File: src/rtl/uart_rx_core_if.sv
// Received-byte stream of the UART receiver: data, per-byte error flags and valid/ready handshake.
// The receiver drives through the master modport; the consumer uses the slave modport.
interface uart_rx_core_if #(
    parameter int unsigned DATA_BITS = 8
);
    logic [DATA_BITS-1:0] rx_data;
    logic                 rx_valid;
    logic                 rx_ready;
    logic                 parity_err;
    logic                 frame_err;

    modport master (
        output rx_data,
        output rx_valid,
        output parity_err,
        output frame_err,
        input  rx_ready
    );

    modport slave (
        input  rx_data,
        input  rx_valid,
        input  parity_err,
        input  frame_err,
        output rx_ready
    );
endinterface

File: src/rtl/uart_rx_core.sv
// UART receive framing engine: synchronises rx, validates the start bit, shifts data LSB-first,
// checks optional parity and the stop bit, and presents each byte on a valid/ready stream.
module uart_rx_core #(
    parameter int unsigned DATA_BITS  = 8,
    parameter int unsigned OVERSAMPLE = 16
) (
    input  logic             clk,
    input  logic             rst,
    input  logic             baud_tick,
    input  logic             rx,
    input  logic             parity_en,
    input  logic             parity_odd,
    uart_rx_core_if.master   rx_if,
    output logic             overrun,
    output logic             busy
);
    localparam int unsigned TickW = $clog2(OVERSAMPLE);
    localparam int unsigned BitW  = $clog2(DATA_BITS);
    localparam logic [TickW-1:0] TickHalf = TickW'(OVERSAMPLE / 2 - 1);
    localparam logic [TickW-1:0] TickLast = TickW'(OVERSAMPLE - 1);
    localparam logic [BitW-1:0]  BitLast  = BitW'(DATA_BITS - 1);

    typedef enum logic [2:0] {StIdle, StStart, StData, StParity, StStop} state_e;

    state_e               state_q, state_d;
    logic                 rx_meta_q, rx_s_q;
    logic [TickW-1:0]     tick_cnt_q, tick_cnt_d;
    logic [BitW-1:0]      bit_cnt_q, bit_cnt_d;
    logic [DATA_BITS-1:0] shift_q, shift_d;
    logic                 par_en_q, par_en_d;
    logic                 par_odd_q, par_odd_d;
    logic                 perr_q, perr_d;
    logic                 deliver;

    logic [DATA_BITS-1:0] data_q, data_d;
    logic                 valid_q, valid_d;
    logic                 perr_out_q, perr_out_d;
    logic                 ferr_out_q, ferr_out_d;
    logic                 overrun_q, overrun_d;
    logic                 accept;

    always_ff @(posedge clk or negedge rst) begin
        if (!rst) begin
            rx_meta_q  <= 1'b1;
            rx_s_q     <= 1'b1;
            state_q    <= StIdle;
            tick_cnt_q <= '0;
            bit_cnt_q  <= '0;
            shift_q    <= '0;
            par_en_q   <= 1'b0;
            par_odd_q  <= 1'b0;
            perr_q     <= 1'b0;
            data_q     <= '0;
            valid_q    <= 1'b0;
            perr_out_q <= 1'b0;
            ferr_out_q <= 1'b0;
            overrun_q  <= 1'b0;
        end else begin
            rx_meta_q  <= rx;
            rx_s_q     <= rx_meta_q;
            state_q    <= state_d;
            tick_cnt_q <= tick_cnt_d;
            bit_cnt_q  <= bit_cnt_d;
            shift_q    <= shift_d;
            par_en_q   <= par_en_d;
            par_odd_q  <= par_odd_d;
            perr_q     <= perr_d;
            data_q     <= data_d;
            valid_q    <= valid_d;
            perr_out_q <= perr_out_d;
            ferr_out_q <= ferr_out_d;
            overrun_q  <= overrun_d;
        end
    end

    always_comb begin
        state_d    = state_q;
        tick_cnt_d = tick_cnt_q;
        bit_cnt_d  = bit_cnt_q;
        shift_d    = shift_q;
        par_en_d   = par_en_q;
        par_odd_d  = par_odd_q;
        perr_d     = perr_q;
        deliver    = 1'b0;
        if (baud_tick) begin
            unique case (state_q)
                StIdle: begin
                    if (!rx_s_q) begin
                        state_d    = StStart;
                        tick_cnt_d = '0;
                        par_en_d   = parity_en;
                        par_odd_d  = parity_odd;
                        perr_d     = 1'b0;
                    end
                end
                StStart: begin
                    // Mid-bit re-check rejects line glitches shorter than half a bit.
                    if (tick_cnt_q == TickHalf) begin
                        tick_cnt_d = '0;
                        bit_cnt_d  = '0;
                        state_d    = rx_s_q ? StIdle : StData;
                    end else begin
                        tick_cnt_d = tick_cnt_q + TickW'(1);
                    end
                end
                StData: begin
                    if (tick_cnt_q == TickLast) begin
                        shift_d    = {rx_s_q, shift_q[DATA_BITS-1:1]};
                        tick_cnt_d = '0;
                        bit_cnt_d  = bit_cnt_q + BitW'(1);
                        if (bit_cnt_q == BitLast) begin
                            state_d = par_en_q ? StParity : StStop;
                        end
                    end else begin
                        tick_cnt_d = tick_cnt_q + TickW'(1);
                    end
                end
                StParity: begin
                    if (tick_cnt_q == TickLast) begin
                        perr_d     = (^{shift_q, rx_s_q}) ^ par_odd_q;
                        tick_cnt_d = '0;
                        state_d    = StStop;
                    end else begin
                        tick_cnt_d = tick_cnt_q + TickW'(1);
                    end
                end
                StStop: begin
                    if (tick_cnt_q == TickLast) begin
                        deliver    = 1'b1;
                        tick_cnt_d = '0;
                        state_d    = StIdle;
                    end else begin
                        tick_cnt_d = tick_cnt_q + TickW'(1);
                    end
                end
                default: state_d = StIdle;
            endcase
        end
    end

    assign accept = valid_q & rx_if.rx_ready;

    always_comb begin
        data_d     = data_q;
        valid_d    = valid_q;
        perr_out_d = perr_out_q;
        ferr_out_d = ferr_out_q;
        overrun_d  = overrun_q;
        if (deliver && (!valid_q || rx_if.rx_ready)) begin
            data_d     = shift_q;
            perr_out_d = perr_q;
            ferr_out_d = ~rx_s_q;
            valid_d    = 1'b1;
            if (accept) begin
                overrun_d = 1'b0;
            end
        end else if (deliver) begin
            // Consumer still holds the previous byte: drop this frame.
            overrun_d = 1'b1;
        end else if (accept) begin
            valid_d   = 1'b0;
            overrun_d = 1'b0;
        end
    end

    assign rx_if.rx_data    = data_q;
    assign rx_if.rx_valid   = valid_q;
    assign rx_if.parity_err = perr_out_q;
    assign rx_if.frame_err  = ferr_out_q;
    assign overrun          = overrun_q;
    assign busy             = (state_q != StIdle);
endmodule

File: src/flat_wrapper.sv
// flat-port wrapper written by rule: the top's interface ports become plain ports
module uart_rx_core_flat 
#(
    parameter int unsigned DATA_BITS  = 8,
    parameter int unsigned OVERSAMPLE = 16
)
  (clk, rst, baud_tick, rx, parity_en, parity_odd, overrun, busy, rx_if_rx_data, rx_if_rx_valid, rx_if_parity_err, rx_if_frame_err, rx_if_rx_ready);
  uart_rx_core_if #(.DATA_BITS(DATA_BITS)) rx_if_i ();
  input  logic clk;
  input  logic rst;
  input  logic baud_tick;
  input  logic rx;
  input  logic parity_en;
  input  logic parity_odd;
  output logic overrun;
  output logic busy;
  output wire logic [$bits(rx_if_i.rx_data)-1:0] rx_if_rx_data;
  output wire logic [$bits(rx_if_i.rx_valid)-1:0] rx_if_rx_valid;
  output wire logic [$bits(rx_if_i.parity_err)-1:0] rx_if_parity_err;
  output wire logic [$bits(rx_if_i.frame_err)-1:0] rx_if_frame_err;
  input wire logic [$bits(rx_if_i.rx_ready)-1:0] rx_if_rx_ready;
  assign rx_if_rx_data = rx_if_i.rx_data;
  assign rx_if_rx_valid = rx_if_i.rx_valid;
  assign rx_if_parity_err = rx_if_i.parity_err;
  assign rx_if_frame_err = rx_if_i.frame_err;
  assign rx_if_i.rx_ready = rx_if_rx_ready;
  uart_rx_core #(.DATA_BITS(DATA_BITS), .OVERSAMPLE(OVERSAMPLE)) u_core (.clk(clk), .rst(rst), .baud_tick(baud_tick), .rx(rx), .parity_en(parity_en), .parity_odd(parity_odd), .rx_if(rx_if_i), .overrun(overrun), .busy(busy));
endmodule
File: config.mk
export PLATFORM = sky130hd
export DESIGN_NAME = uart_rx_core_flat
export DESIGN_NICKNAME = d
export VERILOG_FILES = /design/src/rtl/uart_rx_core_if.sv /design/src/rtl/uart_rx_core.sv /design/src/flat_wrapper.sv
export SDC_FILE = /design/constraint.sdc
export NUM_CORES = 1
export LEC_CHECK = 0
export ABC_CLOCK_PERIOD_IN_PS = 4400
export CORE_MARGIN = 8
export CORE_UTILIZATION = 59
export CTS_CLUSTER_DIAMETER = 30
export DETAILED_ROUTE_END_ITERATION = 6
export GPL_TIMING_DRIVEN = 0
export PLACE_DENSITY_LB_ADDON = 0.05
export SLEW_MARGIN = 40
export SYNTH_ARGS = -nofsm -noshare
export SYNTH_HDL_FRONTEND = slang
export SYNTH_SLANG_ARGS = --single-unit
File: constraint.sdc
create_clock -name clk -period 4.4 [get_ports clk]
set_clock_uncertainty 0.1 [all_clocks]
set_input_delay 0.66 -clock clk [delete_from_list [all_inputs] [get_ports clk]]
set_output_delay 0.66 -clock clk [all_outputs]
set_load 0.01 [all_outputs]
# Yosys cells after proc, flatten, opt, wreduce, memory -nomap -nowiden
# Index checks and enable logic that the tools add are counted.
op_classes:
  addsub: 2
  mul: 0
  div_mod_pow: 0
  magnitude_cmp: 0
  eq_ne: 14
  shifts: 0
  n_mux: 28
  n_bitwise: 3
  n_reduce_logical: 18
ops:
  columns: ["cell", "n"]
  rows:
  - ["3-bit two-way mux", 9]
  - ["3-bit case mux with 5 select lines", 1]
  - ["4-bit two-way mux", 3]
  - ["4-bit case mux with 3 select lines", 1]
  - ["1-bit two-way mux", 11]
  - ["2-bit by 1-bit != test with 1-bit output (second input constant)", 5]
  - ["3-bit AND reduction", 3]
  - ["9-bit parity", 1]
  - ["4-bit AND reduction", 2]
  - ["7-bit AND reduction", 1]
  - ["3-bit by 2-bit equality test with 1-bit output (second input constant)", 2]
  - ["3-bit equality test (second input constant)", 2]
  - ["3-bit case mux with 2 select lines", 1]
  - ["2-bit nonzero test", 3]
  - ["3-bit nonzero test", 2]
  - ["4-bit by 1-bit adder with 4-bit output (second input constant)", 1]
  - ["4-bit by 3-bit equality test with 1-bit output (second input constant)", 1]
  - ["4-bit equality test (second input constant)", 1]
  - ["2-bit != test (second input constant)", 2]
  - ["3-bit by 1-bit adder with 3-bit output (second input constant)", 1]
  - ["3-bit by 1-bit equality test with 1-bit output (second input constant)", 1]
  - ["3-bit zero test", 1]
  - ["3-bit OR reduction", 1]
  - ["2-bit two-way mux", 1]
  - ["8 further kinds", 8]
totals:
  reg_bits: 35
  latch_bits: 0
  ramBits: 0
  rom_bits: 0
  in_bits: 7
  out_inout_bits: 13
  elab_cells: 79
  memories: 0

# Logic depth before layout (Yosys ltp)
# Gate-level depths: netlist of the first run.
logic_depth:
  depth_word: 7
  ltp_mapped: 6
  mapped_depth_nobuf: 6

# Least setup slack after synthesis of the first run
# OpenSTA, ideal clock, no wires.
synth_timing:
  path_type: "register to register"
  start: "register u_core.tick_cnt_q[0]"
  end: "register u_core.ferr_out_q, in the netlist u_core.rx_if.frame_err"
  setup_ps: 125
  arrival_time_ps: 1639
  t_required_ps: 4175
  setup_slack_ps: 2536
  stages_incl_launch_ff: 7
  n_path_buf: 1
  synth_period_minus_slack_ps: 1864
  path_cell_list: "dfrtp_1 ha_1 and3_4 and4_4 a21boi_4 buf_12 mux2_4"
synth_between:
  elab_chain_len: 5
synth_rtl:
  columns: ["item", "line_no", "source"]
  rows:
  - ["start, declared", "uart_rx_core.sv:27", "logic [TickW-1:0] tick_cnt_q, tick_cnt_d;"]
  - ["start signal, assigned", "uart_rx_core.sv:62", "tick_cnt_q <= tick_cnt_d;"]
  - ["4-bit equality test", "uart_rx_core.sv:128", "if (tick_cnt_q == TickLast) begin"]
  - ["1-bit two-way mux", "uart_rx_core.sv:128", null]
  - ["1-bit two-way mux", "uart_rx_core.sv:86", "unique case (state_q)"]
  - ["1-bit two-way mux", "uart_rx_core.sv:85", "if (baud_tick) begin"]
  - ["1-bit logical AND", "uart_rx_core.sv:149", "if (deliver && (!valid_q || rx_if.rx_ready)) begin"]
  - ["end signal, assigned", "uart_rx_core.sv:71", "ferr_out_q <= ferr_out_d;"]
  - ["end, declared", "uart_rx_core.sv:38", "logic ferr_out_q, ferr_out_d;"]
# No other way between the ends.
# A chain may end at the register's enable or synchronous reset.

# Final worst setup path of the first run
layout_timing:
  start: "register u_core.state_q[1]"
  end: "output busy"
layout_between:
  elab_chain_len: 1
layout_rtl:
  columns: ["item", "line_no", "source"]
  rows:
  - ["start, declared", "uart_rx_core.sv:25", "state_e state_q, state_d;"]
  - ["start signal, assigned", "uart_rx_core.sv:46", "state_q <= StIdle;"]
  - ["start signal, assigned", "uart_rx_core.sv:61", "state_q <= state_d;"]
  - ["3-bit nonzero test", "uart_rx_core.sv:171", "assign busy = (state_q != StIdle);"]
  - ["end, declared", "flat_wrapper.sv:16", "output logic busy;"]
# No other way between the ends.

==> impl_metrics.prom, run 1 <==
# TYPE chip_impl_metric gauge
chip_impl_info{name="status",value="finished, final reports clean"} 1
chip_impl_metric{name="wl",unit="microns"} 3000
chip_impl_metric{name="numPortBuffers",unit=""} 19
chip_impl_metric{name="grt.total_usage",unit=""} 0.131
chip_impl_metric{name="grt.overflow.total",unit=""} 0
chip_impl_metric{name="final_layout_size_suffix_gt1_frac",unit=""} 0.282
chip_impl_metric{name="vias",unit=""} 1125
chip_impl_metric{name="die_h",unit="microns"} 70.3
chip_impl_metric{name="total_of_endpoints_with_negative_setup_slack_in_the_final_report",unit=""} 0
chip_impl_metric{name="post_cts_buffers",unit=""} 0
chip_impl_info{name="holdCritPathClass",value="primary input to asynchronous set/reset pin"} 1
chip_impl_metric{name="cellPowerDensity",unit="nW/um^2"} 419
chip_impl_metric{name="drt-met1-wl",unit="microns"} 1370
chip_impl_info{name="netlist_top_cells_area",value="sky130_fd_sc_hd__dfrtp_1 47%, sky130_fd_sc_hd__mux2_4 8.6%, sky130_fd_sc_hd__mux2_2 7.1%, sky130_fd_sc_hd__dfstp_2 3.0%, sky130_fd_sc_hd__xnor2_1 3.0%"} 1
chip_impl_metric{name="numCtsBuffers",unit=""} 5
chip_impl_metric{name="post_drt_wl_per_cell",unit="microns"} 15.5
chip_impl_metric{name="synth_top_area_share",unit=""} 0.474
chip_impl_metric{name="period_minus_slack",unit="ns"} 2.59
chip_impl_metric{name="dieArea",unit="sq um"} 4950
chip_impl_metric{name="max_slew.worst_pin.slew",unit="ns"} 0.430
chip_impl_metric{name="achievable-frequency",unit="GHz"} 0.386
chip_impl_metric{name="ctsHoldBuffers",unit=""} 0
chip_impl_metric{name="worst_setup_hold_path_clk_slew",unit="ns"} 0.11
chip_impl_info{name="critical_path.startpoint_type",value="flop"} 1
chip_impl_metric{name="pre_cts_slack",unit="ns"} 2.00
chip_impl_metric{name="detail_route.vias_per_cell",unit=""} 5.80
chip_impl_metric{name="largest_net_degree_at_the_start_of_global_routing",unit=""} 19
chip_impl_metric{name="peak_supply_drop",unit="V"} 0.000420
chip_impl_metric{name="combined_area_of_the_multi_input_logic_cells",unit="sq um"} 791
chip_impl_metric{name="fin_crit_sh",unit=""} 0.588
chip_impl_metric{name="drt-pass1-iter-count",unit=""} 4
chip_impl_metric{name="worst_slew_margin_rel",unit=""} 0.705
chip_impl_info{name="critical_path.slowest_cell",value="sky130_fd_sc_hd__clkdlybuf4s50_1"} 1
chip_impl_metric{name="core_area",unit="sq um"} 2780
chip_impl_metric{name="worst_path_largest_cell_delay",unit="ns"} 0.49
chip_impl_metric{name="starting_density_of_the_core",unit=""} 0.626
chip_impl_metric{name="ys_seq_area_frac",unit=""} 0.504
chip_impl_metric{name="drv_slew",unit=""} 0
chip_impl_metric{name="post_synth_inst_count",unit=""} 135
chip_impl_metric{name="finalHoldViolCount",unit=""} 0
chip_impl_metric{name="hpwl",unit="microns"} 2260
chip_impl_metric{name="dr.first_iter.drc_count",unit=""} 42
chip_impl_metric{name="post_cts.resized_instances",unit=""} 0
chip_impl_metric{name="drv_cap",unit=""} 0
chip_impl_metric{name="critPathBufInv",unit=""} 2
chip_impl_metric{name="grt_first_pass_wirelength",unit="microns"} 5320
chip_impl_metric{name="syn-num-nets",unit=""} 145
chip_impl_info{name="setup.worst_path.class",value="flop to primary output"} 1
chip_impl_metric{name="antenna_found_initial",unit=""} 0
chip_impl_metric{name="post_synth_instance_area",unit="sq um"} 1740
chip_impl_metric{name="tritoncts_num_sinks",unit=""} 35
chip_impl_metric{name="routabilityCongestion",unit=""} 0.791
chip_impl_metric{name="boundaryPins",unit=""} 20
chip_impl_info{name="worstReg2RegStart",value="u_core.tick_cnt_q[0]"} 1
chip_impl_metric{name="area_delta_synth_final",unit="%"} 17.5
chip_impl_metric{name="worstPathMaxFanout",unit=""} 10
chip_impl_metric{name="final_nets",unit=""} 172
chip_impl_metric{name="synth_warnings",unit=""} 0
chip_impl_metric{name="insertion_delay",unit="ns"} 0.33
chip_impl_metric{name="cp.required",unit="ns"} 3.64
chip_impl_metric{name="detail_route_antenna_nets",unit=""} 0
chip_impl_metric{name="route.met2.wl",unit="microns"} 1430
chip_impl_metric{name="cellLeakagePower",unit="uW"} 0.000959
chip_impl_info{name="tritoncts",value="yes"} 1
chip_impl_info{name="routed.top_layer",value="met4"} 1
chip_impl_info{name="critical_path.endpoint_type",value="primary output"} 1
chip_impl_info{name="cp_cell_sequence",value="buf_2, or3_4, clkdlybuf4s50_1"} 1
chip_impl_metric{name="critPathArrivalTime",unit="ns"} 1.83
chip_impl_info{name="cts-root-buf",value="sky130_fd_sc_hd__clkbuf_4"} 1
chip_impl_info{name="rsz0062_at_grt",value="false"} 1
chip_impl_metric{name="post-route-drc-count",unit=""} 0
chip_impl_metric{name="die_width",unit="microns"} 70.3
chip_impl_metric{name="antenna_cells",unit=""} 0
chip_impl_info{name="crit_family",value="buffers and inverters"} 1
chip_impl_info{name="yosys.area.top_type",value="sky130_fd_sc_hd__dfrtp_1"} 1
chip_impl_metric{name="tns",unit="ns"} 0
chip_impl_metric{name="detailroute.wirelength.met3",unit="microns"} 162
chip_impl_metric{name="avgSynthCellArea",unit="sq um"} 12.9
chip_impl_metric{name="yosys_register_bits",unit=""} 35
chip_impl_info{name="worst_setup_path_startpoint",value="u_core.state_q[1]"} 1
chip_impl_metric{name="finalWorstSetupSlack",unit="ns"} 1.81
chip_impl_metric{name="nFillCells",unit=""} 208
chip_impl_metric{name="seqCellArea",unit="sq um"} 878
chip_impl_metric{name="grt_pass1_vias",unit=""} 1167
chip_impl_metric{name="placement_row_count",unit=""} 19
chip_impl_metric{name="synth_cell_type_count",unit=""} 39
chip_impl_metric{name="cts.path.max_buffers",unit=""} 2
chip_impl_metric{name="h-tree-depth",unit=""} 2
## worst paths after layout
kind | end | slack [ns] | cells past startpoint
setup reg to reg | u_core.rx_if.rx_data[5] | 2.40 | 6
max in group asynchronous | u_core.shift_q[5] | 3.63 | 2
hold / removal | u_core.tick_cnt_q[0] | 0.14 | 1
setup / recovery | busy | 1.81 | 3
min in group clk | u_core.rx_s_q | 0.26 | 0
hold reg to reg | u_core.rx_s_q | 0.26 | 0
## where the power goes
part | total (uW) | switching (uW) | internal, uW
sequential | 404 | 37.4 | 367
clock | 169 | 108 | 61.6
combinational | 285 | 147 | 138
total | 859 | 292 | 567
## state kept, by name, summed over array words and instances, names as in the netlist
signal	count
u_core.rx_meta_q	1
u_core.bit_cnt_q	3
u_core.par_odd_q	1
u_core.rx_if.frame_err	1
u_core.perr_q	1
u_core.par_en_q	1
u_core.tick_cnt_q	4
u_core.rx_s_q	1
u_core.shift_q	8
u_core.overrun	1
u_core.rx_if.rx_valid	1
u_core.state_q	3
u_core.rx_if.parity_err	1
u_core.rx_if.rx_data	8
## stage by stage
stage | util | total power [uW] | instances | hold WS [ns] | cell area [sq um]
3_3_place_gp | 0.709 | 680 | 185 | 0.246 | 1970
5_1_grt | 0.736 | 917 | 194 | 0.164 | 2050
4_1_cts | 0.736 | 868 | 194 | 0.144 | 2050
2_1_floorplan | - | 620 | 135 | 0.245 | 1740
6_report | 0.736 | 859 | 194 | 0.142 | 2050
3_5_place_dp | 0.717 | 698 | 186 | 0.248 | 1990
## synth_stat cells
| library cell | n |
|---|---|
| sky130_fd_sc_hd__dfrtp_1 | 33 |
| sky130_fd_sc_hd__mux2_2 | 11 |
| sky130_fd_sc_hd__mux2_4 | 10 |
| sky130_fd_sc_hd__inv_1 | 8 |
| sky130_fd_sc_hd__nand2_1 | 7 |
| sky130_fd_sc_hd__xnor2_1 | 6 |
| sky130_fd_sc_hd__a21oi_1 | 5 |
| sky130_fd_sc_hd__mux2i_1 | 5 |
| sky130_fd_sc_hd__nor2_1 | 4 |
| sky130_fd_sc_hd__o21ai_0 | 4 |
| sky130_fd_sc_hd__buf_2 | 3 |
| sky130_fd_sc_hd__ha_1 | 3 |
| sky130_fd_sc_hd__nand3_1 | 3 |
| sky130_fd_sc_hd__nand4_1 | 3 |
| sky130_fd_sc_hd__nor3_1 | 3 |
| sky130_fd_sc_hd__a22o_1 | 2 |
| sky130_fd_sc_hd__dfstp_2 | 2 |
| sky130_fd_sc_hd__nor2b_1 | 2 |
| sky130_fd_sc_hd__a21boi_4 | 1 |
| sky130_fd_sc_hd__a21o_2 | 1 |
| sky130_fd_sc_hd__a2bb2oi_1 | 1 |
| sky130_fd_sc_hd__and3_2 | 1 |
| sky130_fd_sc_hd__and3_4 | 1 |
| sky130_fd_sc_hd__and4_4 | 1 |
| sky130_fd_sc_hd__and4b_2 | 1 |
| sky130_fd_sc_hd__buf_12 | 1 |
| sky130_fd_sc_hd__buf_4 | 1 |
| sky130_fd_sc_hd__nand2b_1 | 1 |
| sky130_fd_sc_hd__nor3_2 | 1 |
| sky130_fd_sc_hd__nor3b_1 | 1 |
| sky130_fd_sc_hd__o211a_1 | 1 |
| sky130_fd_sc_hd__o211ai_1 | 1 |
| sky130_fd_sc_hd__o21bai_1 | 1 |
| sky130_fd_sc_hd__o22ai_1 | 1 |
| sky130_fd_sc_hd__o31a_1 | 1 |
| sky130_fd_sc_hd__o32ai_4 | 1 |
| sky130_fd_sc_hd__or3_4 | 1 |
| sky130_fd_sc_hd__xnor3_1 | 1 |
| sky130_fd_sc_hd__xor2_1 | 1 |
## cell usage in the layout (no fill, tap or decap), types with 3 or more instances in the layout
master,synthesis,final
sky130_fd_sc_hd__a21oi_1,5,5
sky130_fd_sc_hd__buf_2,3,4
sky130_fd_sc_hd__clkbuf_4,0,5
sky130_fd_sc_hd__clkdlybuf4s50_1,0,18
sky130_fd_sc_hd__dfrtp_1,33,33
sky130_fd_sc_hd__ha_1,3,3
sky130_fd_sc_hd__inv_1,8,8
sky130_fd_sc_hd__mux2_2,11,11
sky130_fd_sc_hd__mux2_4,10,10
sky130_fd_sc_hd__mux2i_1,5,5
sky130_fd_sc_hd__nand2_1,7,7
sky130_fd_sc_hd__nand3_1,3,3
sky130_fd_sc_hd__nand4_1,3,3
sky130_fd_sc_hd__nor2_1,4,4
sky130_fd_sc_hd__nor3_1,3,3
sky130_fd_sc_hd__o21ai_0,4,4
sky130_fd_sc_hd__xnor2_1,6,6
## kinds of logic (layout without fill, tap and decap cells)
kind of cell               after synthesis  count (layout)  synth area share
and+or+nand+nor                         30              30             0.103
adders and majority gates                3               3            0.0216
AOI/OAI and AO/OA                       20              20            0.0956
xor gates and xnor gates                 8               8            0.0481
buffers and inverters                   13              41            0.0417
DFF                                     35              35             0.504
muxes                                   26              26             0.186
## cell type report
| cell class | count | share of cell area |
|---|---|---|
| Buffer | 5 | 0.0208 |
| Clock buffer | 6 | 0.0202 |
| Clock inverter | 2 | 0.00611 |
| Inverter | 8 | 0.0147 |
| Multi-Input combinational cell | 87 | 0.386 |
| Sequential cell | 35 | 0.429 |
| Tap cell | 31 | 0.0189 |
| Timing Repair Buffer | 20 | 0.104 |
## metal layers
metal  global-route usage  up-vias
met1                0.155      556
met2                0.206       27
li1                     -      538
met5                    0        -
met4               0.0558        0
met3               0.0494        4
Note: power is estimated with default switching activity, not from simulation.
==> run 2: changes to the inputs <==
Settings changed: ABC_CLOCK_PERIOD_IN_PS 4400 to 2600, CORE_UTILIZATION 59 to 55.
Clock period 4.4 ns to 2.6 ns, I/O delays scaled along.
==> run 2 against run 1 <==
Die area rose by 5.6%. Final cell count increased by 7.2%. Power rose by 69%. Setup slack got worse by 1.5 ns. Register-to-register slack worse by 1.8 ns. First-iteration DRC count down 17%. Wire length up 4.9%. Sequential share of layout area is 0.47 points lower. Via count is 0.71% higher. Largest cell class unchanged. Highest routed layer unchanged.
==> impl_metrics.prom, run 2 (synthesized netlist as in run 1, its figures left out) <==
# TYPE chip_impl_metric gauge
chip_impl_metric{name="period_minus_slack",unit="ns"} 2.29
chip_impl_metric{name="combinational_share_of_power",unit=""} 0.335
chip_impl_metric{name="stages_on_worst_setup_path",unit=""} 3
chip_impl_metric{name="numPortBuffers",unit=""} 19
chip_impl_metric{name="antenna_cells",unit=""} 0
chip_impl_metric{name="use_met2",unit=""} 0.218
chip_impl_metric{name="worst_path_largest_cell_delay",unit="ns"} 0.49
chip_impl_info{name="critical_path.endpoint_type",value="primary output"} 1
chip_impl_metric{name="critPathBufInv",unit=""} 2
chip_impl_metric{name="fin_crit_sh",unit=""} 0.881
chip_impl_info{name="holdCritPathClass",value="flop to flop"} 1
chip_impl_metric{name="detail_route.vias_per_cell",unit=""} 5.45
chip_impl_metric{name="use_met3",unit=""} 0.0551
chip_impl_metric{name="final_nets",unit=""} 173
chip_impl_metric{name="r2r_cells",unit=""} 6
chip_impl_metric{name="finalWorstSetupSlack",unit="ns"} 0.309
chip_impl_metric{name="worstPathMaxFanout",unit=""} 10
chip_impl_info{name="critical_path.startpoint_type",value="flop"} 1
chip_impl_metric{name="detail_route_antenna_nets",unit=""} 0
chip_impl_metric{name="total_of_endpoints_with_negative_setup_slack_in_the_final_report",unit=""} 0
chip_impl_metric{name="grt_first_pass_wirelength",unit="microns"} 5490
chip_impl_metric{name="peak_supply_drop",unit="V"} 0.000455
chip_impl_metric{name="critPathArrivalTime",unit="ns"} 1.80
chip_impl_metric{name="placement_row_count",unit=""} 20
chip_impl_metric{name="share_seq_of_total_power",unit=""} 0.473
chip_impl_metric{name="numCtsBuffers",unit=""} 5
chip_impl_metric{name="hpwl",unit="microns"} 2340
chip_impl_info{name="status",value="finished, final reports clean"} 1
chip_impl_metric{name="worst_slew_margin_rel",unit=""} 0.715
chip_impl_metric{name="worst_setup_hold_path_clk_slew",unit="ns"} 0.09
chip_impl_metric{name="grt.overflow.total",unit=""} 0
chip_impl_info{name="tritoncts",value="yes"} 1
chip_impl_metric{name="grt_pass1_vias",unit=""} 1202
chip_impl_info{name="critical_path.slowest_cell",value="sky130_fd_sc_hd__clkdlybuf4s50_1"} 1
chip_impl_metric{name="achievable-frequency",unit="GHz"} 0.437
chip_impl_metric{name="post-route-drc-count",unit=""} 0
chip_impl_metric{name="die_width",unit="microns"} 72.3
chip_impl_metric{name="h-tree-depth",unit=""} 2
chip_impl_metric{name="pre_cts_slack",unit="ns"} 0.465
chip_impl_metric{name="tns",unit="ns"} 0
chip_impl_metric{name="post_drt_wl_per_cell",unit="microns"} 15.1
chip_impl_metric{name="area_delta_synth_final",unit="%"} 18.8
chip_impl_metric{name="tritoncts_num_sinks",unit=""} 35
chip_impl_metric{name="insertion_delay",unit="ns"} 0.34
chip_impl_metric{name="cellPowerDensity",unit="nW/um^2"} 700
chip_impl_metric{name="utilization",unit=""} 0.683
chip_impl_metric{name="drt-pass1-iter-count",unit=""} 4
chip_impl_metric{name="antenna_found_initial",unit=""} 0
chip_impl_metric{name="largest_net_degree_at_the_start_of_global_routing",unit=""} 19
chip_impl_metric{name="cp.required",unit="ns"} 2.11
chip_impl_info{name="setup.worst_path.class",value="flop to primary output"} 1
chip_impl_metric{name="max_slew.worst_pin.slew",unit="ns"} 0.416
chip_impl_metric{name="total_switching_power",unit="uW"} 487
chip_impl_metric{name="cellLeakagePower",unit="uW"} 0.000964
chip_impl_metric{name="design_power_total",unit="uW"} 1450
chip_impl_metric{name="core_area",unit="sq um"} 3030
chip_impl_info{name="final_common_cell",value="sky130_fd_sc_hd__dfrtp_1"} 1
chip_impl_metric{name="drv_slew",unit=""} 0
chip_impl_info{name="rsz0062_at_grt",value="false"} 1
chip_impl_metric{name="grt.met1_usage",unit=""} 0.157
chip_impl_metric{name="cellInternalPower",unit="uW"} 961
chip_impl_metric{name="vias",unit=""} 1133
chip_impl_metric{name="cts.path.max_buffers",unit=""} 2
chip_impl_metric{name="starting_density_of_the_core",unit=""} 0.575
chip_impl_metric{name="dr.first_iter.drc_count",unit=""} 35
chip_impl_metric{name="netSwitchingFraction",unit=""} 0.336
chip_impl_metric{name="routabilityCongestion",unit=""} 0.816
chip_impl_info{name="cts-root-buf",value="sky130_fd_sc_hd__clkbuf_4"} 1
chip_impl_info{name="global_route.peak_usage_layer",value="met2"} 1
chip_impl_metric{name="dieArea",unit="sq um"} 5220
chip_impl_metric{name="drv_cap",unit=""} 0
chip_impl_metric{name="die_h",unit="microns"} 72.3
chip_impl_info{name="cp_cell_sequence",value="buf_2, or3_4, clkdlybuf4s50_1"} 1
chip_impl_metric{name="grt.total_usage",unit=""} 0.135
chip_impl_metric{name="final_layout_size_suffix_gt1_frac",unit=""} 0.274
chip_impl_metric{name="wl",unit="microns"} 3150
chip_impl_metric{name="hold_path_depth",unit=""} 0
chip_impl_metric{name="relative_contribution_of_the_clock_network_to_total_power",unit=""} 0.192
chip_impl_info{name="crit_family",value="buffers and inverters"} 1
chip_impl_metric{name="finalHoldViolCount",unit=""} 0
chip_impl_info{name="mostFrequentLayoutCells",value="33 x sky130_fd_sc_hd__dfrtp_1, 18 x sky130_fd_sc_hd__clkdlybuf4s50_1, 11 x sky130_fd_sc_hd__mux2_2"} 1
chip_impl_metric{name="boundaryPins",unit=""} 20
chip_impl_metric{name="post_cts.resized_instances",unit=""} 0
run 2: cell count changes in the layout (fill, tap and decap cells not counted):
cell,change
sky130_fd_sc_hd__clkbuf_1,+1
sky130_fd_sc_hd__clkinvlp_4,-1
sky130_fd_sc_hd__dlygate4sd3_1,+1
run 2: routing by layer:
metal  routed length, microns  up-vias
met5                        0        -
met4                       36        0
met3                      174        5
met2                     1520       26
met1                     1410      562
li1                         -      540
run 2: timing repair:
item | in CTS | in global routing
setup buffers | 0 | 0
endpoints found under the hold margin | 17 | 0
hold buffers | 1 | 0
run 2: cell type report:
class                      count  area [sq um]
inverter                       8          30.0
tap                           44          55.1
fill                         244           958
multi-input combinational     87           791
sequential                    35           878
clock inverter                 1          5.00
clock buffer                   7          45.0
buffer                         5          42.5
timing repair buffer          21           223
run 2: final timing paths:
path / from / end / slack, ns
setup / recovery: u_core.state_q[1] / busy / 0.31
hold / removal: u_core.rx_meta_q / u_core.rx_s_q / 0.26
setup reg to reg: u_core.tick_cnt_q[0] / u_core.rx_if.parity_err / 0.56
hold reg to reg: u_core.rx_meta_q / u_core.rx_s_q / 0.26
max in group asynchronous: rst / u_core.rx_s_q / 1.45
min in group asynchronous: rst / u_core.tick_cnt_q[1] / 0.41
run 2: power by group through the flow:
stage,Clock (uW),Sequential (uW),Combinational (uW)
6_report,278,685,485
5_1_grt,303,696,545
4_1_cts,289,685,492
3_5_place_dp,0,696,491
3_3_place_gp,0,690,463
2_1_floorplan,0,678,372
run 2: per-stage QoR:
stage          instances  hold WS [ns]  cell area, sq um
3_5_place_dp         199         0.248              2010
2_1_floorplan        135      -0.00559              1740
4_1_cts              208         0.262              2070
5_1_grt              208         0.268              2070
6_report             208         0.259              2070
3_3_place_gp         198         0.246              1990
==> run 3: changes to the inputs <==
Settings changed: ABC_AREA set to 1.
==> run 3 against run 2 <==
Sequential power shrank 3%. Utilization grew 0.25 points. Sequential share of layout area shrank 0.15 points. Critical path type unchanged. Largest cell class unchanged. Largest power group unchanged.
==> impl_metrics.prom, run 3 <==
# TYPE chip_impl_metric gauge
chip_impl_info{name="status",value="finished, final reports clean"} 1
chip_impl_metric{name="boundaryPins",unit=""} 20
chip_impl_metric{name="final_nets",unit=""} 250
chip_impl_metric{name="synth_cell_type_count",unit=""} 27
chip_impl_metric{name="antenna_found_initial",unit=""} 0
chip_impl_info{name="post-synth-top-count-cell",value="sky130_fd_sc_hd__nand2_1"} 1
chip_impl_metric{name="hpwl",unit="microns"} 2700
chip_impl_metric{name="achievable-frequency",unit="GHz"} 0.475
chip_impl_info{name="netlist_top_cells_area",value="sky130_fd_sc_hd__dfrtp_1 47%, sky130_fd_sc_hd__nand2_1 15%, sky130_fd_sc_hd__inv_1 4.9%, sky130_fd_sc_hd__nand3_1 4.6%, sky130_fd_sc_hd__o21ai_0 4.0%"} 1
chip_impl_info{name="critical_path.startpoint_type",value="flop"} 1
chip_impl_info{name="holdCritPathClass",value="flop to flop"} 1
chip_impl_metric{name="routabilityCongestion",unit=""} 0.850
chip_impl_metric{name="avgSynthCellArea",unit="sq um"} 8.25
chip_impl_info{name="synthFlopType",value="sky130_fd_sc_hd__dfrtp_1"} 1
chip_impl_info{name="yosys.area.top_type",value="sky130_fd_sc_hd__dfrtp_1"} 1
chip_impl_metric{name="combined_area_of_the_multi_input_logic_cells",unit="sq um"} 748
chip_impl_metric{name="period_minus_slack",unit="ns"} 2.10
chip_impl_metric{name="vias",unit=""} 1433
chip_impl_metric{name="area_delta_synth_final",unit="%"} 18.7
chip_impl_info{name="synth.top_cells.by_count",value="71 x sky130_fd_sc_hd__nand2_1, 33 x sky130_fd_sc_hd__dfrtp_1, 23 x sky130_fd_sc_hd__inv_1, 16 x sky130_fd_sc_hd__nand3_1, 14 x sky130_fd_sc_hd__o21ai_0"} 1
chip_impl_metric{name="dieArea",unit="sq um"} 5240
chip_impl_metric{name="insertion_delay",unit="ns"} 0.33
chip_impl_info{name="cts-root-buf",value="sky130_fd_sc_hd__clkbuf_4"} 1
chip_impl_metric{name="combinational_share_of_power",unit=""} 0.224
chip_impl_info{name="critical_path.endpoint_type",value="primary output"} 1
chip_impl_metric{name="worst_slew_margin_rel",unit=""} 0.796
chip_impl_metric{name="drt-pass1-iter-count",unit=""} 4
chip_impl_metric{name="numPortBuffers",unit=""} 19
chip_impl_metric{name="max_slew.worst_pin.slew",unit="ns"} 0.307
chip_impl_metric{name="cp.required",unit="ns"} 2.11
chip_impl_info{name="final_common_cell",value="sky130_fd_sc_hd__nand2_1"} 1
chip_impl_metric{name="core_area",unit="sq um"} 3030
chip_impl_metric{name="worst_path_largest_cell_delay",unit="ns"} 0.55
chip_impl_metric{name="critPathArrivalTime",unit="ns"} 1.61
chip_impl_metric{name="worst_setup_hold_path_clk_slew",unit="ns"} 0.10
chip_impl_metric{name="final-instance-count-excl-fill",unit=""} 285
chip_impl_metric{name="placement_row_count",unit=""} 20
chip_impl_metric{name="dr.first_iter.drc_count",unit=""} 117
chip_impl_metric{name="cellInternalPower",unit="uW"} 823
chip_impl_metric{name="detail_route_antenna_nets",unit=""} 0
chip_impl_metric{name="synth_top_area_share",unit=""} 0.472
chip_impl_metric{name="h-tree-depth",unit=""} 2
chip_impl_metric{name="final_layout_size_suffix_gt1_frac",unit=""} 0.141
chip_impl_metric{name="grt_first_pass_wirelength",unit="microns"} 6070
chip_impl_metric{name="yosys_register_bits",unit=""} 35
chip_impl_info{name="rsz0062_at_grt",value="false"} 1
chip_impl_metric{name="wl",unit="microns"} 3530
chip_impl_metric{name="synthArstFlopShare",unit=""} 1.00
chip_impl_metric{name="seqCellArea",unit="sq um"} 878
chip_impl_info{name="setup.worst_path.class",value="flop to primary output"} 1
chip_impl_metric{name="post-route-drc-count",unit=""} 0
chip_impl_metric{name="numPlacedInstances",unit=""} 276
chip_impl_metric{name="nFillCells",unit=""} 263
chip_impl_metric{name="finalWorstSetupSlack",unit="ns"} 0.496
chip_impl_metric{name="total_of_endpoints_with_negative_setup_slack_in_the_final_report",unit=""} 0
chip_impl_metric{name="netSwitchingFraction",unit=""} 0.325
chip_impl_metric{name="fin_crit_sh",unit=""} 0.809
chip_impl_metric{name="grt_pass1_vias",unit=""} 1366
chip_impl_info{name="crit_family",value="buffers and inverters"} 1
chip_impl_metric{name="tns",unit="ns"} 0
chip_impl_metric{name="largest_net_degree_at_the_start_of_global_routing",unit=""} 26
chip_impl_metric{name="total_switching_power",unit="uW"} 396
chip_impl_info{name="cp_cell_sequence",value="inv_2, nand2_2, clkdlybuf4s50_1"} 1
chip_impl_metric{name="relative_contribution_of_the_clock_network_to_total_power",unit=""} 0.230
chip_impl_info{name="mostFrequentLayoutCells",value="71 x sky130_fd_sc_hd__nand2_1, 33 x sky130_fd_sc_hd__dfrtp_1, 23 x sky130_fd_sc_hd__inv_1"} 1
chip_impl_metric{name="critPathBufInv",unit=""} 2
chip_impl_metric{name="tritoncts_num_sinks",unit=""} 35
chip_impl_metric{name="finalHoldViolCount",unit=""} 0
chip_impl_metric{name="cellLeakagePower",unit="uW"} 0.00103
chip_impl_metric{name="number_of_enable_flip_flop_cells_after_synthesis",unit=""} 0
chip_impl_metric{name="starting_density_of_the_core",unit=""} 0.578
chip_impl_metric{name="grt.total_usage",unit=""} 0.148
chip_impl_metric{name="worstPathMaxFanout",unit=""} 5
chip_impl_metric{name="ys_seq_area_frac",unit=""} 0.502
chip_impl_info{name="tritoncts",value="yes"} 1
chip_impl_metric{name="synth_warnings",unit=""} 0
chip_impl_metric{name="detail_route.vias_per_cell",unit=""} 5.03
chip_impl_metric{name="cts.path.max_buffers",unit=""} 2
chip_impl_metric{name="share_seq_of_total_power",unit=""} 0.546
chip_impl_metric{name="pre_cts_slack",unit="ns"} 0.662
chip_impl_metric{name="antenna_cells",unit=""} 0
chip_impl_metric{name="post_synth_inst_count",unit=""} 212
chip_impl_metric{name="grt.overflow.total",unit=""} 0
chip_impl_metric{name="hold_path_depth",unit=""} 0
chip_impl_metric{name="die_h",unit="microns"} 72.4
chip_impl_metric{name="drv_cap",unit=""} 0
chip_impl_metric{name="syn-num-nets",unit=""} 222
chip_impl_metric{name="post_synth_instance_area",unit="sq um"} 1750
chip_impl_metric{name="r2r_cells",unit=""} 9
chip_impl_metric{name="post_cts.resized_instances",unit=""} 0
chip_impl_info{name="critical_path.slowest_cell",value="sky130_fd_sc_hd__clkdlybuf4s50_1"} 1
chip_impl_metric{name="die_width",unit="microns"} 72.4
chip_impl_metric{name="cellPowerDensity",unit="nW/um^2"} 587
chip_impl_metric{name="peak_supply_drop",unit="V"} 0.000411
chip_impl_metric{name="stages_on_worst_setup_path",unit=""} 3
chip_impl_metric{name="numCtsBuffers",unit=""} 5
chip_impl_metric{name="drv_slew",unit=""} 0
chip_impl_metric{name="post_drt_wl_per_cell",unit="microns"} 12.4
[run 3: changes by cell type after synthesis, sizes merged, moves of 5 or more]
cell / before / now
nand3: 3 / 16
inv: 8 / 27
nor2: 4 / 14
o21ai: 4 / 28
xnor2: 6 / 0
mux2: 21 / 0
mux2i: 5 / 0
nand2: 7 / 75
[run 3: path summary, 6_finish.rpt]
| path | slack, ns | start | to |
|---|---|---|---|
| worst max-delay path | 0.50 | u_core.state_q[2] | busy |
| worst min-delay path | 0.26 | u_core.rx_meta_q | u_core.rx_s_q |
| worst min register to register | 0.26 | u_core.rx_meta_q | u_core.rx_s_q |
| worst max register to register | 0.95 | u_core.tick_cnt_q[1] | u_core.rx_if.rx_data[0] |
| max in group asynchronous | 1.55 | rst | u_core.rx_meta_q |
| min in group asynchronous | 0.36 | rst | u_core.tick_cnt_q[0] |
[run 3: layout make-up]
cell class / count / share of cell area
Clock buffer: 7 / 0.0217
Multi-Input combinational cell: 147 / 0.360
Timing Repair Buffer: 21 / 0.107
Buffer: 3 / 0.0102
Clock inverter: 1 / 0.00241
Sequential cell: 35 / 0.423
Tap cell: 44 / 0.0265
Inverter: 27 / 0.0488
[run 3: power by group through the flow]
stage                     combinational, uW  sequential (uW)  clock (uW)
after floorplan                         199              662           0
after global placement                  245              671           0
after detailed placement                270              678           0
after CTS                               272              667         289
after global routing                    320              677         309
final                                   273              666         280
[run 3: repair_timing]
| action | in CTS | in global routing |
|---|---|---|
| setup endpoints to repair | 0 | 0 |
| setup buffers | 0 | 0 |
| endpoints found under the hold margin | 10 | 0 |
| hold buffers | 1 | 0 |
[run 3: worst register-to-register path, delay by kind of cell (launching register included)]
kind,cells,cell delay (ns)
AND/OR/NAND/NOR,5,0.52
flip-flops,1,0.39
adder cells (fa/ha/maj),1,0.19
buffers and inverters,2,0.25
AO/OA/AOI/OAI,1,0.07
[run 3: kinds of logic (layout without fill, tap and decap cells)]
family,Yosys count,after routing,synth area share
and+or+nand+nor,106,106,0.269
adders and majority gates,3,3,0.0215
xor gates and xnor gates,1,1,0.00501
DFF,35,35,0.502
AOI/OAI and AO/OA,37,37,0.132
buffers and inverters,30,59,0.0701
[run 3: per-stage QoR]
stage	area [sq um]	hold WS, ns	utilization	total power [uW]
floorplan	1750	-0.00559	-	861
finish	2080	0.261	0.686	1220
global placement	1990	0.246	0.659	916
detailed placement	2020	0.197	0.666	948
CTS	2080	0.262	0.686	1230
global route	2080	0.271	0.686	1310
[run 3: per-layer routing]
metal / track usage / share of wire / vias to the layer above
li1: - / - / 731
met1: 0.185 / 0.48 / 654
met2: 0.218 / 0.43 / 40
met3: 0.0606 / 0.070 / 8
met4: 0.0667 / 0.019 / 0
met5: 0 / 0 / -
